`src/rtl/muldiv_pkg.sv`:
```
// Shared encodings for the HI/LO multiply/divide sequencer: decode op codes,
// FSM states and the latency counter width.
package muldiv_pkg;

  localparam int OP_W  = 3;
  localparam int CNT_W = 4;

  localparam logic [OP_W-1:0] OP_NONE  = 3'd0;
  localparam logic [OP_W-1:0] OP_MULT  = 3'd1;
  localparam logic [OP_W-1:0] OP_MULTU = 3'd2;
  localparam logic [OP_W-1:0] OP_DIV   = 3'd3;
  localparam logic [OP_W-1:0] OP_DIVU  = 3'd4;
  localparam logic [OP_W-1:0] OP_MTHI  = 3'd5;
  localparam logic [OP_W-1:0] OP_MTLO  = 3'd6;

  typedef enum logic [1:0] {
    ST_IDLE     = 2'd0,
    ST_MUL_WAIT = 2'd1,
    ST_DIV_WAIT = 2'd2
  } state_e;

endpackage

```
`src/rtl/muldiv_sequencer_if.sv`:
```
// Decode, HI/LO read-back and multiplier/divider engine signals of the sequencer.
// slave = the sequencer, master = decode stage plus the arithmetic engines.
interface muldiv_sequencer_if #(
  parameter int W = 32
) ();
  import muldiv_pkg::*;

  logic            op_valid;
  logic [OP_W-1:0] op_code;
  logic [W-1:0]    op_a;
  logic [W-1:0]    op_b;
  logic            rd_req;
  logic            rd_sel;
  logic [W-1:0]    rd_data;
  logic            stall;

  logic            mul_start;
  logic            mul_signed;
  logic [W-1:0]    mul_a;
  logic [W-1:0]    mul_b;
  logic [2*W-1:0]  mul_z;

  logic            div_start;
  logic            div_signed;
  logic [W-1:0]    div_dividend;
  logic [W-1:0]    div_divisor;
  logic            div_busy;
  logic [W-1:0]    div_q;
  logic [W-1:0]    div_r;

  logic [W-1:0]    hi;
  logic [W-1:0]    lo;

  modport slave (
    input  op_valid, op_code, op_a, op_b, rd_req, rd_sel,
    input  mul_z, div_busy, div_q, div_r,
    output rd_data, stall,
    output mul_start, mul_signed, mul_a, mul_b,
    output div_start, div_signed, div_dividend, div_divisor,
    output hi, lo
  );

  modport master (
    output op_valid, op_code, op_a, op_b, rd_req, rd_sel,
    output mul_z, div_busy, div_q, div_r,
    input  rd_data, stall,
    input  mul_start, mul_signed, mul_a, mul_b,
    input  div_start, div_signed, div_dividend, div_divisor,
    input  hi, lo
  );

endinterface

```
`src/rtl/muldiv_hilo.sv`:
```
// Architectural HI/LO register pair with independent write enables.
module muldiv_hilo #(
  parameter int W = 32
) (
  input  logic         clk,
  input  logic         reset,
  input  logic         hi_we_i,
  input  logic [W-1:0] hi_d_i,
  input  logic         lo_we_i,
  input  logic [W-1:0] lo_d_i,
  output logic [W-1:0] hi_o,
  output logic [W-1:0] lo_o
);

  logic [W-1:0] hi_q;
  logic [W-1:0] lo_q;

  always_ff @(posedge clk) begin
    if (!reset) begin
      hi_q <= '0;
      lo_q <= '0;
    end else begin
      if (hi_we_i) hi_q <= hi_d_i;
      if (lo_we_i) lo_q <= lo_d_i;
    end
  end

  assign hi_o = hi_q;
  assign lo_o = lo_q;

endmodule

```
`src/rtl/muldiv_sequencer.sv`:
```
// Issues MULT/DIV ops to external engines, owns HI/LO, and stalls decode only
// when an instruction touches HI/LO while an operation is still in flight.
module muldiv_sequencer
  import muldiv_pkg::*;
#(
  parameter int MUL_LAT = 1,
  parameter int W       = 32
) (
  input logic               clk,
  input logic               reset,
  muldiv_sequencer_if.slave bus
);

  state_e             state_q, state_d;
  logic [CNT_W-1:0]   cnt_q, cnt_d;
  logic               seen_busy_q, seen_busy_d;
  logic               mul_start_q, mul_start_d;
  logic               mul_signed_q, mul_signed_d;
  logic [W-1:0]       mul_a_q, mul_a_d;
  logic [W-1:0]       mul_b_q, mul_b_d;
  logic               div_start_q, div_start_d;
  logic               div_signed_q, div_signed_d;
  logic [W-1:0]       div_dividend_q, div_dividend_d;
  logic [W-1:0]       div_divisor_q, div_divisor_d;

  logic               op_req;
  logic               stall;
  logic               accept;
  logic               hi_we, lo_we;
  logic [W-1:0]       hi_wd, lo_wd;
  logic [W-1:0]       hi, lo;

  assign op_req = bus.op_valid && (bus.op_code != OP_NONE);
  assign stall  = (state_q != ST_IDLE) && (op_req || bus.rd_req);
  assign accept = op_req && !stall;

  always_comb begin
    state_d        = state_q;
    cnt_d          = cnt_q;
    seen_busy_d    = seen_busy_q;
    mul_start_d    = 1'b0;
    mul_signed_d   = mul_signed_q;
    mul_a_d        = mul_a_q;
    mul_b_d        = mul_b_q;
    div_start_d    = 1'b0;
    div_signed_d   = div_signed_q;
    div_dividend_d = div_dividend_q;
    div_divisor_d  = div_divisor_q;
    hi_we          = 1'b0;
    lo_we          = 1'b0;
    hi_wd          = bus.op_a;
    lo_wd          = bus.op_a;

    case (state_q)
      ST_IDLE: begin
        if (accept) begin
          case (bus.op_code)
            OP_MULT, OP_MULTU: begin
              mul_a_d      = bus.op_a;
              mul_b_d      = bus.op_b;
              mul_signed_d = (bus.op_code == OP_MULT);
              mul_start_d  = 1'b1;
              cnt_d        = CNT_W'(MUL_LAT);
              state_d      = ST_MUL_WAIT;
            end
            OP_DIV, OP_DIVU: begin
              // A zero divisor is swallowed: HI/LO keep their value.
              if (bus.op_b != '0) begin
                div_dividend_d = bus.op_a;
                div_divisor_d  = bus.op_b;
                div_signed_d   = (bus.op_code == OP_DIV);
                div_start_d    = 1'b1;
                seen_busy_d    = 1'b0;
                state_d        = ST_DIV_WAIT;
              end
            end
            OP_MTHI: hi_we = 1'b1;
            OP_MTLO: lo_we = 1'b1;
            default: ;
          endcase
        end
      end

      ST_MUL_WAIT: begin
        // The count starts after the launch pulse so the product is sampled
        // exactly MUL_LAT cycles after mul_start.
        if (!mul_start_q) begin
          cnt_d = cnt_q - CNT_W'(1);
          if (cnt_q == CNT_W'(1)) begin
            hi_we   = 1'b1;
            lo_we   = 1'b1;
            hi_wd   = bus.mul_z[2*W-1:W];
            lo_wd   = bus.mul_z[W-1:0];
            state_d = ST_IDLE;
          end
        end
      end

      ST_DIV_WAIT: begin
        seen_busy_d = seen_busy_q | bus.div_busy;
        if (seen_busy_q && !bus.div_busy) begin
          hi_we   = 1'b1;
          lo_we   = 1'b1;
          hi_wd   = bus.div_r;
          lo_wd   = bus.div_q;
          state_d = ST_IDLE;
        end
      end

      default: state_d = ST_IDLE;
    endcase
  end

  always_ff @(posedge clk) begin
    if (!reset) begin
      state_q        <= ST_IDLE;
      cnt_q          <= '0;
      seen_busy_q    <= 1'b0;
      mul_start_q    <= 1'b0;
      mul_signed_q   <= 1'b0;
      mul_a_q        <= '0;
      mul_b_q        <= '0;
      div_start_q    <= 1'b0;
      div_signed_q   <= 1'b0;
      div_dividend_q <= '0;
      div_divisor_q  <= '0;
    end else begin
      state_q        <= state_d;
      cnt_q          <= cnt_d;
      seen_busy_q    <= seen_busy_d;
      mul_start_q    <= mul_start_d;
      mul_signed_q   <= mul_signed_d;
      mul_a_q        <= mul_a_d;
      mul_b_q        <= mul_b_d;
      div_start_q    <= div_start_d;
      div_signed_q   <= div_signed_d;
      div_dividend_q <= div_dividend_d;
      div_divisor_q  <= div_divisor_d;
    end
  end

  muldiv_hilo #(.W(W)) u_hilo (
    .clk     (clk),
    .reset   (reset),
    .hi_we_i (hi_we),
    .hi_d_i  (hi_wd),
    .lo_we_i (lo_we),
    .lo_d_i  (lo_wd),
    .hi_o    (hi),
    .lo_o    (lo)
  );

  assign bus.stall        = stall;
  assign bus.rd_data      = bus.rd_sel ? hi : lo;
  assign bus.hi           = hi;
  assign bus.lo           = lo;
  assign bus.mul_start    = mul_start_q;
  assign bus.mul_signed   = mul_signed_q;
  assign bus.mul_a        = mul_a_q;
  assign bus.mul_b        = mul_b_q;
  assign bus.div_start    = div_start_q;
  assign bus.div_signed   = div_signed_q;
  assign bus.div_dividend = div_dividend_q;
  assign bus.div_divisor  = div_divisor_q;

endmodule

```
`src/flat_wrapper.sv`:
```
// flat-port wrapper written by rule: the top's interface ports become plain ports
module muldiv_sequencer_flat import muldiv_pkg::*;
#(
  parameter int MUL_LAT = 1,
  parameter int W       = 32
)
  (clk, reset, bus_op_valid, bus_op_code, bus_op_a, bus_op_b, bus_rd_req, bus_rd_sel, bus_mul_z, bus_div_busy, bus_div_q, bus_div_r, bus_rd_data, bus_stall, bus_mul_start, bus_mul_signed, bus_mul_a, bus_mul_b, bus_div_start, bus_div_signed, bus_div_dividend, bus_div_divisor, bus_hi, bus_lo);
  muldiv_sequencer_if #(.W(W)) bus_i ();
  input logic clk;
  input logic reset;
  input wire logic [$bits(bus_i.op_valid)-1:0] bus_op_valid;
  input wire logic [$bits(bus_i.op_code)-1:0] bus_op_code;
  input wire logic [$bits(bus_i.op_a)-1:0] bus_op_a;
  input wire logic [$bits(bus_i.op_b)-1:0] bus_op_b;
  input wire logic [$bits(bus_i.rd_req)-1:0] bus_rd_req;
  input wire logic [$bits(bus_i.rd_sel)-1:0] bus_rd_sel;
  input wire logic [$bits(bus_i.mul_z)-1:0] bus_mul_z;
  input wire logic [$bits(bus_i.div_busy)-1:0] bus_div_busy;
  input wire logic [$bits(bus_i.div_q)-1:0] bus_div_q;
  input wire logic [$bits(bus_i.div_r)-1:0] bus_div_r;
  output wire logic [$bits(bus_i.rd_data)-1:0] bus_rd_data;
  output wire logic [$bits(bus_i.stall)-1:0] bus_stall;
  output wire logic [$bits(bus_i.mul_start)-1:0] bus_mul_start;
  output wire logic [$bits(bus_i.mul_signed)-1:0] bus_mul_signed;
  output wire logic [$bits(bus_i.mul_a)-1:0] bus_mul_a;
  output wire logic [$bits(bus_i.mul_b)-1:0] bus_mul_b;
  output wire logic [$bits(bus_i.div_start)-1:0] bus_div_start;
  output wire logic [$bits(bus_i.div_signed)-1:0] bus_div_signed;
  output wire logic [$bits(bus_i.div_dividend)-1:0] bus_div_dividend;
  output wire logic [$bits(bus_i.div_divisor)-1:0] bus_div_divisor;
  output wire logic [$bits(bus_i.hi)-1:0] bus_hi;
  output wire logic [$bits(bus_i.lo)-1:0] bus_lo;
  assign bus_i.op_valid = bus_op_valid;
  assign bus_i.op_code = bus_op_code;
  assign bus_i.op_a = bus_op_a;
  assign bus_i.op_b = bus_op_b;
  assign bus_i.rd_req = bus_rd_req;
  assign bus_i.rd_sel = bus_rd_sel;
  assign bus_i.mul_z = bus_mul_z;
  assign bus_i.div_busy = bus_div_busy;
  assign bus_i.div_q = bus_div_q;
  assign bus_i.div_r = bus_div_r;
  assign bus_rd_data = bus_i.rd_data;
  assign bus_stall = bus_i.stall;
  assign bus_mul_start = bus_i.mul_start;
  assign bus_mul_signed = bus_i.mul_signed;
  assign bus_mul_a = bus_i.mul_a;
  assign bus_mul_b = bus_i.mul_b;
  assign bus_div_start = bus_i.div_start;
  assign bus_div_signed = bus_i.div_signed;
  assign bus_div_dividend = bus_i.div_dividend;
  assign bus_div_divisor = bus_i.div_divisor;
  assign bus_hi = bus_i.hi;
  assign bus_lo = bus_i.lo;
  muldiv_sequencer #(.MUL_LAT(MUL_LAT), .W(W)) u_core (.clk(clk), .reset(reset), .bus(bus_i));
endmodule
```
`config.mk`:
```
export PLATFORM = sky130hd
export DESIGN_NAME = muldiv_sequencer_flat
export DESIGN_NICKNAME = d
export VERILOG_FILES = /design/src/rtl/muldiv_pkg.sv /design/src/rtl/muldiv_sequencer_if.sv /design/src/rtl/muldiv_hilo.sv /design/src/rtl/muldiv_sequencer.sv /design/src/flat_wrapper.sv
export SDC_FILE = /design/constraint.sdc
export NUM_CORES = 1
export LEC_CHECK = 0
export BUFFER_PORTS_ARGS = -buffer_cell sky130_fd_sc_hd__buf_2
export CAP_MARGIN = 20
export CORE_ASPECT_RATIO = 0.9
export CORE_MARGIN = 2
export CORE_UTILIZATION = 35
export DETAILED_ROUTE_END_ITERATION = 16
export GPL_TIMING_DRIVEN = 0
export MAX_ROUTING_LAYER = met4
export PLACE_DENSITY = 0.71
export SYNTH_ARGS = -nofsm -noshare
export SYNTH_HDL_FRONTEND = slang
export SYNTH_SLANG_ARGS = --single-unit
```
`constraint.sdc`:
```
create_clock -name clk -period 2.75 [get_ports clk]
set_input_delay 0.275 -clock clk [delete_from_list [all_inputs] [get_ports clk]]
set_output_delay 0.275 -clock clk [all_outputs]
set_load 0.05 [all_outputs]
```
# Word level (Yosys, flattened, before mapping)

Index checks and enable logic that the tools add are counted.

Register bits: 203

Add/subtract/negate cells: 1
Equality and inequality tests: 18
Muxes and demuxes: 35
Bitwise gates (word level): 1
Reductions and logical operators: 22

Operators by type and width:

| cell                                                                   | number |
|---|---|
| 32-bit 2-to-1 mux                                                      | 7 |
| 32-bit case mux with 2 select lines                                    | 2 |
| 32-bit nonzero test                                                    | 1 |
| 4-bit AND reduction                                                    | 4 |
| 1-bit 2-to-1 mux                                                       | 12 |
| 4-bit 2-to-1 mux                                                       | 3 |
| 2-bit 2-to-1 mux                                                       | 5 |
| 3-bit equality test (second input constant)                            | 3 |
| 2-bit by 1-bit != test with 1-bit output (second input constant)       | 4 |
| 4-bit case mux with 2 select lines                                     | 1 |
| 3-bit by 2-bit equality test with 1-bit output (second input constant) | 2 |
| 2-bit != test (second input constant)                                  | 3 |
| 1-bit case mux with 3 select lines                                     | 2 |
| 2-bit case mux with 3 select lines                                     | 1 |
| 3-bit AND reduction                                                    | 2 |
| 6-bit AND reduction                                                    | 1 |
| 2-bit nonzero test                                                     | 3 |
| 4-bit by 1-bit equality test with 1-bit output (second input constant) | 1 |
| 1-bit logical AND                                                      | 4 |
| 2-bit case mux with 2 select lines                                     | 1 |
| 2-bit OR reduction                                                     | 2 |
| 4-bit by 1-bit subtractor with 4-bit output (second input constant)    | 1 |
| 3-bit by 1-bit equality test with 1-bit output (second input constant) | 1 |
| 3-bit by 2-bit != test with 1-bit output (second input constant)       | 1 |
| other kinds (9)                                                        | 10 |

# Depth between registers and ports, before layout

Gate-level depths: netlist of run 1.

Depth in word-level cells: 8
Gate-level depth with buffers: 8
Depth with buffers taken out: 6

# Hierarchy

Synthesis of run 1 repeated with hierarchy kept, for this count alone.

Cells, all modules: 1085
Area, all modules: 9809.4 um^2

By module, submodules not included:

| module           | instances | cells each | area each (um^2) | seq. area each (um^2) |
|---|---|---|---|---|
| muldiv_sequencer | 1         | 878        | 7317.0           | 2782.7 |
| muldiv_hilo      | 1         | 207        | 2492.4           | 1281.2 |

# Worst setup path before layout of run 1

Ideal clock, no wire load.

Kind: register to register
Start point: reg u_core.mul_start_q (netlist: u_core.bus.mul_start)
End point: reg u_core.u_hilo.hi_q[19] (netlist: u_core.u_hilo.hi_o[19])
Arrival: 1726 ps
Data required time: 2598 ps
Slack: 872 ps
Cell stages (with the launch flop): 7
Buffers on the path: 2
Clock period less this slack: 1878 ps
Cell sequence: dfxtp_1 nor4b_4 and3_1 buf_4 buf_4 a222oi_1 a221oi_2

Word-level cells in the longest chain between the ends: 2
Elaborated cells between the ends (all ways): 4

RTL lines:

| item                                                                                      | RTL line                | source |
|---|---|---|
| start, declared                                                                           | muldiv_sequencer.sv:17  | `logic mul_start_q, mul_start_d;` |
| start signal, assigned                                                                    | muldiv_sequencer.sv:131 | `mul_start_q <= mul_start_d;` |
| 1-bit 2-to-1 mux or 32-bit 2-to-1 mux (tied branches)                                     | muldiv_sequencer.sv:87  | `if (!mul_start_q) begin` |
| 1-bit case mux with 3 select lines or 32-bit case mux with 2 select lines (tied branches) | muldiv_sequencer.sv:54  | `case (state_q)` |
| end signal, assigned                                                                      | muldiv_hilo.sv:23       | `if (hi_we_i) hi_q <= hi_d_i;` |
| end, declared                                                                             | muldiv_hilo.sv:15       | `logic [W-1:0] hi_q;` |

Parallel ways exist; a longest one is shown, timed or not.
A chain may end at the register's enable or synchronous reset.

# Worst setup path after layout of run 1

Start point: reg u_core.state_q[0]
End point: reg u_core.u_hilo.hi_q[4] (netlist: u_core.u_hilo.hi_o[4])

Word-level cells in the longest chain between the ends: 6
Elaborated cells between the ends (all ways): 10

RTL lines:

| item                               | RTL line                | source |
|---|---|---|
| start, declared                    | muldiv_sequencer.sv:14  | `state_e state_q, state_d;` |
| start signal, assigned             | muldiv_sequencer.sv:128 | `state_q <= state_d;` |
| 2-bit nonzero test                 | muldiv_sequencer.sv:34  | `assign stall = (state_q != ST_IDLE) && (op_req \|\| bus.rd_req);` |
| 1-bit logical AND                  | muldiv_sequencer.sv:34  |  |
| 1-bit logical NOT                  | muldiv_sequencer.sv:35  | `assign accept = op_req && !stall;` |
| 1-bit logical AND                  | muldiv_sequencer.sv:35  |  |
| 1-bit 2-to-1 mux                   | muldiv_sequencer.sv:56  | `if (accept) begin` |
| 1-bit case mux with 3 select lines | muldiv_sequencer.sv:54  |  |

Parallel ways exist; a longest one is shown, timed or not.

==> results of run 1 <==
==> layout by cell type (no fill, tap or decap), types with 9 or more instances in the layout <==
cell       Yosys  routed
buf_2         25     451
nor2_1        72      71
clkbuf_16      0      23
buf_6         14      14
a221oi_1      35      35
mux2_2        32      32
dfxtp_1      203     203
nand2_1      260     260
mux2i_1       65      65
a21oi_1       69      69
clkbuf_1      42      47
a221oi_2      30      30
a222oi_1      64      64
inv_1          9       9
==> metrics by stage <==
stage	worst slack [ns]	instance area [um^2]	power, mW	hold WS [ns]
2_1_floorplan	0.872	9170	6.87	0.411
6_report	0.204	12500	11.2	0.0359
3_3_place_gp	-0.111	11700	8.12	0.439
5_1_grt	0.0139	12500	11.7	0.0228
3_5_place_dp	-0.156	11700	8.19	0.443
4_1_cts	0.0574	12500	11.3	0.0130
==> worst paths after layout <==
check	endpoint	slack (ns)	cells after the start
setup / recovery	u_core.u_hilo.hi_o[4]$_SDFFE_PN0P_	0.20	7
hold / removal	u_core.bus.mul_b[7]$_SDFFE_PN0P_	0.04	3
hold reg to reg	u_core.bus.mul_a[7]$_SDFFE_PN0P_	0.45	2
setup reg to reg	u_core.u_hilo.hi_o[4]$_SDFFE_PN0P_	0.20	7
==> sequential cells by signal, summed over array words and instances (netlist names) <==
signal / cells
u_core.bus.mul_signed: 1
u_core.state_q: 2
u_core.cnt_q: 4
u_core.bus.div_start: 1
u_core.bus.mul_start: 1
u_core.bus.div_signed: 1
u_core.bus.mul_a: 32
u_core.u_hilo.lo_o: 32
u_core.seen_busy_q: 1
u_core.bus.mul_b: 32
u_core.bus.div_divisor: 32
u_core.bus.div_dividend: 32
u_core.u_hilo.hi_o: 32
==> tightest hold or removal path, cell delays in order <==
cell,delay (ns)
buf_2,0.11
nand2_1,0.05
a21oi_1,0.05
==> cells by family (layout without fill, tap and decap cells) <==
group,count (synthesis),after routing,share of synthesized area
AO/OA/AOI/OAI,221,221,0.211
XOR/XNOR,1,1,0.000956
adder cells (fa/ha/maj),6,6,0.00819
buffers and inverters,104,570,0.0596
flip-flops,203,203,0.443
multiplexers,97,97,0.110
other,0,2,0
AND/OR/NAND/NOR,372,372,0.167
==> layer usage <==
metal,up-vias,track usage,share of wire
met1,4740,0.340,0.41
met5,-,-,0
met2,611,0.421,0.46
met3,111,0.0524,0.090
li1,4577,-,-
met4,0,0.104,0.043
==> where the power goes <==
group          total, mW  switching (mW)  internal [mW]
Clock               3.07            1.24           1.83
Combinational       4.63            3.32           1.32
Sequential          3.55           0.265           3.28
Total               11.2            4.82           6.43
==> cell type report <==
cell class / instances / area [um^2] / share of cell area
plain buffers: 95 / 514 / 0.0412
diodes: 2 / 5.00 / 0.000401
multi-input cells: 697 / 4570 / 0.366
clock buffers: 33 / 653 / 0.0523
flip-flops and latches: 203 / 4060 / 0.325
clock inverters: 7 / 85.1 / 0.00681
inverters: 9 / 33.8 / 0.00271
well taps: 348 / 435 / 0.0349
repair buffers: 426 / 2130 / 0.171
==> what timing repair did <==
item / in CTS / in global routing
gates cloned: 0 / 0
endpoints found under the setup margin: 30 / 24
setup buffers: 0 / 0
resized for setup: 1 / 3
hold buffers: 0 / 0
==> impl_results.md, run 1 <==
- Outcome: finished, final reports clean
- Syn nets: 1211
- Setup crit start: u_core.state_q[0]$_SDFFE_PN0P_
- Setup tns final: 0 ns
- Seq/Total Area, Yosys: 0.443
- Largest net degree at the start of global routing: 13
- DRC violations left: 0
- Total track usage: 0.268
- Maximum vdd drop: 409 uV
- Die ar.: 27500 um^2
- Initial antenna violation count: 1
- Top post-synthesis cells by area: dfxtp_1 44%, nand2_1 11%, mux2i_1 7.1%
- RSZ-0062 raised after global routing: no
- Layout fillers: 2542
- CTS Buffer Depth: 3
- Clk slew on worst S/H paths: 0.06 ns
- Post-synth EDFFs: 0
- Top Family by Delay on Critical Path: simple AND/OR/NAND/NOR gates
- Die Height: 158 um
- TritonCTS Buffers: 23
- Synth cell count leaders: 260 x nand2_1, 203 x dfxtp_1, 72 x nor2_1
- PD cells: 901 nW/um^2
- Cell mode on critical path: nor2_1
- Sink Count: 203
- Worst rel slew slack: 0.386
- I/O Pins: 430
- Final wirelength: 38200 um
- Cells after Synth: 1004
- Final Core Density: 0.482
- Core area: 25900 um^2
- Layout Skew: 0.00915 ns
- RR Startpoint: u_core.state_q[0]$_SDFFE_PN0P_
- Layout cells sized above 1: 0.392
- Drt via density: 5.52
- Final critical-path share of the clock period: 0.926
- Root Buffer: clkbuf_16
- Mapped Avg Cell Area: 9.13 um^2
- Yosys top cell by area: dfxtp_1
- Final number of setup-violating endpoints: 0
- Critical path class: flop to flop
- Worst EP required: 3.17 ns
- Critical Path AT: 2.96 ns
- Die X-Extent: 175 um
- Slowest stage delay, CP: 0.56 ns
- Buf/Inv on CP: 2
- Crit start category: flop
- Final min period: 2.55 ns
- Worst skew pair latency: 0.51 ns
- Drt wl/cell: 21.0 um
- Cell with the most instances after synthesis: nand2_1
- Number of global-route vias before repair: 9462
- Initial core utilization: 0.354
- Nets@finish: 1662
- Post-synth cell types: 55
- DR vias: 10.0k
- Area Growth Syn to Fin: 36.2%
- CP max-delay cell: nor2_1
- Placed Cells: 1778
- Initial DRC Count: 1129
- Synth top area share: 0.443
- TritonCTS clock tree: done
- First-pass GRT wire length: 55500 um
- Total grt overflow: 0
- Finished Layout Cells: 1820
- Commonest register cell after synthesis: dfxtp_1
- Max FO, Critical Path: 10
- Pins over their slew limit: 0
- Post-DP HPWL: 28800 um
- Synthesized flop and latch total: 203
- Final hold violations: 0
- Crit end category: flop
- PortBufs: 426
- GPL Wtd Cong: 0.951
- FFs w/ async S/R, synth: 0
- Synthesis warning total: 0
- Max-cap violations: 0
- TritonRoute pass-1 iters: 9
- Leakage Power: 5.67 nW
- Number of routed nets with antenna violations: 0
- Hold Path Class: primary input to flop
- Max Clk Rate: 0.393 GHz
- Crit-path cells: inv_1 -> ha_1 -> nand4b_1 -> nor2_1 -> clkbuf_1 -> nor2_1 -> a221oi_2
- Worst-Margin Slew: 0.922 ns
- Hold Path Origin: bus_op_b[7]
- Cell Area, Synth: 9170 um^2
- Row count: 56
- H-tree depth: 1
Power figures use the tool's default switching activity.
==> run 2, diff against run 1 <==
--- a/config.mk
+++ b/config.mk
@@ -7,13 +7,13 @@
 export LEC_CHECK = 0
 export BUFFER_PORTS_ARGS = -buffer_cell sky130_fd_sc_hd__buf_2
 export CAP_MARGIN = 20
-export CORE_ASPECT_RATIO = 0.9
-export CORE_MARGIN = 2
-export CORE_UTILIZATION = 35
+export CORE_AREA = 2 2 169 171
+export CTS_BUF_LIST = sky130_fd_sc_hd__clkbuf_16
 export DETAILED_ROUTE_END_ITERATION = 16
+export DIE_AREA = 0 0 171 173
 export GPL_TIMING_DRIVEN = 0
 export MAX_ROUTING_LAYER = met4
-export PLACE_DENSITY = 0.71
+export PLACE_DENSITY = 0.68
 export SYNTH_ARGS = -nofsm -noshare
 export SYNTH_HDL_FRONTEND = slang
 export SYNTH_SLANG_ARGS = --single-unit
==> run 2 against run 1 <==
Die area up 7.6%. Critical endpoint is now u_core.u_hilo.hi_o[9]$_SDFFE_PN0P_. Flip-flop and latch count unchanged. Clock-buffer cell count down 10. Critical path type unchanged.
==> impl_results.md, run 2 (synthesis results as in run 1) <==
- Commonest cells after routing, fill and taps aside: 451 x buf_2, 260 x nand2_1, 203 x dfxtp_1, 70 x nor2_1, 69 x a21oi_1
- H-tree depth: 1 (unchanged)
- Worst-Margin Slew: 0.960 ns (+0.0387 ns)
- TritonCTS Buffers: 23 (unchanged)
- RR Startpoint: u_core.state_q[0]$_SDFFE_PN0P_
- Placed inst area: 11800 um^2 (+0.42%)
- CTS Buffer Depth: 3 (unchanged)
- DR vias: 9867 (-1.7%)
- Total grt overflow: 0 (unchanged)
- Worst hold slack: 0.0303 ns (-0.00555 ns)
- Max FO, Critical Path: 10 (unchanged)
- Place WS: 0.134 ns (+0.290 ns)
- PD cells: 885 nW/um^2 (-1.8%)
- Worst rel slew slack: 0.360 (-0.0258)
- Total track usage: 0.255 (-0.0131)
- Sink Count: 203 (unchanged)
- Hold Path Sink: u_core.bus.mul_b[19]$_SDFFE_PN0P_
- Fin area: 12500 um^2 (unchanged)
- First-pass GRT wire length: 56200 um (+1.3%)
- Largest net degree at the start of global routing: 14 (+1)
- Leakage Power: 5.67 nW (about the same)
- Max-cap violations: 0 (unchanged)
- Layout cells sized above 1: 0.392 (+0.000413)
- Initial DRC Count: 983 (-13%)
- FF-to-FF path depth: 7 (unchanged)
- Setup ws final: 0.223 ns (+0.0188 ns)
- Drt via density: 5.33 (-3.3%)
- Post-CTS sizing: 0 (-1)
- Initial core utilization: 0.332 (-0.0218)
- Layout Skew: 0.0136 ns (+0.00448 ns)
- Root Buffer: clkbuf_16
- Multi-input logic area: 4570 um^2 (+0.19%)
- Hold Path Origin: bus_op_b[19]
- Layout fillers: 2784 (+9.5%)
- Max Clk Rate: 0.396 GHz (+0.74%)
- Number of global-route vias before repair: 9508 (+0.49%)
- Crit end category: flop
- R2r setup slk: 0.22 ns (+0.02 ns)
- Post-DP HPWL: 30000 um (+4.4%)
- Commonest non-fill, non-tap cell in the layout: buf_2
- Worst EP required: 3.16 ns (about the same)
- Initial antenna violation count: 1 (unchanged)
- Final number of setup-violating endpoints: 0 (unchanged)
- Core area: 27600 um^2 (+6.6%)
- Final hold violations: 0 (unchanged)
- TritonCTS clock tree: done
- PortBufs: 426 (unchanged)
- Final critical-path share of the clock period: 0.919 (-0.00682)
- GPL Wtd Cong: 0.916 (-3.7%)
- TritonRoute pass-1 iters: 9 (unchanged)
- Hold Path Class: primary input to flop
- WHS Path Cells: 3 (unchanged)
- Critical Path AT: 2.94 ns (-0.02 ns)
- Die X-Extent: 171 um (-2.1%)
- I/O Pins: 430 (unchanged)
- Register area: 4060 um^2 (unchanged)
- Power, Total: 11.0 mW (-1.8%)
- RSZ-0062 raised after global routing: no
- Final min period: 2.53 ns (-0.0188 ns)
- DRC violations left: 0 (unchanged)
- Setup crit start: u_core.state_q[0]$_SDFFE_PN0P_
- Cts-stage hold buffer count: 0 (unchanged)
- Outcome: finished, final reports clean
- Final wirelength: 38900 um (+1.8%)
- Worst skew pair latency: 0.51 ns (about the same)
- Postcts setup bufs: 0 (unchanged)
- Area Growth Syn to Fin: 36.2% (unchanged)
- Maximum vdd drop: 470 uV (+15%)
- Crit start category: flop
- Number of routed nets with antenna violations: 0 (unchanged)
- Pins over their slew limit: 0 (unchanged)
- Die ar.: 29600 um^2 (+7.6%)
- Nets@finish: 1663 (+0.060%)
- Drt wl/cell: 21.0 um (+0.12%)
- RR Endpoint: u_core.u_hilo.hi_o[9]$_SDFFE_PN0P_
- Clk slew on worst S/H paths: 0.06 ns (about the same)
- Critical path class: flop to flop
- Die Height: 173 um (+9.8%)
- Row count: 61 (+8.9%)
==> run 2: changes by cell type in the layout (fill, tap and decap cells not counted), moves of 4 or more <==
cell      delta
clkbuf_1     -6
clkbuf_8     -4
clkinv_1     +4
inv_1        +4
==> run 2: report_power, final <==
| part | switching [mW] | internal (mW) |
|---|---|---|
| registers | 0.275 | 3.28 |
| logic | 3.32 | 1.33 |
| clock network | 1.23 | 1.61 |
==> run 2: metal layers <==
| layer | vias to the layer above | track usage | wire length (um) |
|---|---|---|---|
| li1 | 4587 | - | - |
| met1 | 4623 | 0.315 | 15900 |
| met2 | 572 | 0.420 | 18400 |
| met3 | 85 | 0.0421 | 3250 |
| met4 | 0 | 0.0847 | 1270 |
| met5 | - | - | 0 |
==> run 2: how the worst max path moves through the flow <==
stage | slack (ns) | endpoint | cells past startpoint
floorplan | 0.87 | u_core.u_hilo.hi_o[19]$_SDFFE_PN0P_ | 6
global placement | -0.1 | u_core.bus.mul_a[12]$_SDFFE_PN0P_ | 7
detailed placement | 0.13 | u_core.u_hilo.hi_o[9]$_SDFFE_PN0P_ | 7
CTS | 0.11 | u_core.u_hilo.hi_o[9]$_SDFFE_PN0P_ | 7
global route | 0.04 | u_core.u_hilo.hi_o[9]$_SDFFE_PN0P_ | 7
finish | 0.22 | u_core.u_hilo.hi_o[9]$_SDFFE_PN0P_ | 7
==> run 2: cell type report <==
cell class	count	area share
antenna	1	0.000200
buffer	95	0.0412
clock buffer	23	0.0461
clock inverter	17	0.00862
inverter	9	0.00271
multi-input combinational	697	0.366
sequential	203	0.325
tap	378	0.0379
timing repair buffer	427	0.172
==> run 2: critical path: stages, from the launching register on <==
cell and delay [ns]:
dfxtp_1 0.33, inv_1 0.13, ha_1 0.34, nand4b_1 0.32, nor2_2 0.53, clkbuf_1 0.43
nor2_1 0.11, a221oi_2 0.24
==> run 2: metrics by stage <==
stage           util  setup TNS [ns]  std cells
2_1_floorplan      -               0       1004
3_3_place_gp   0.426          -0.778       1808
3_5_place_dp   0.427               0       1809
4_1_cts        0.451               0       1849
5_1_grt        0.452               0       1850
6_report       0.452               0       1850
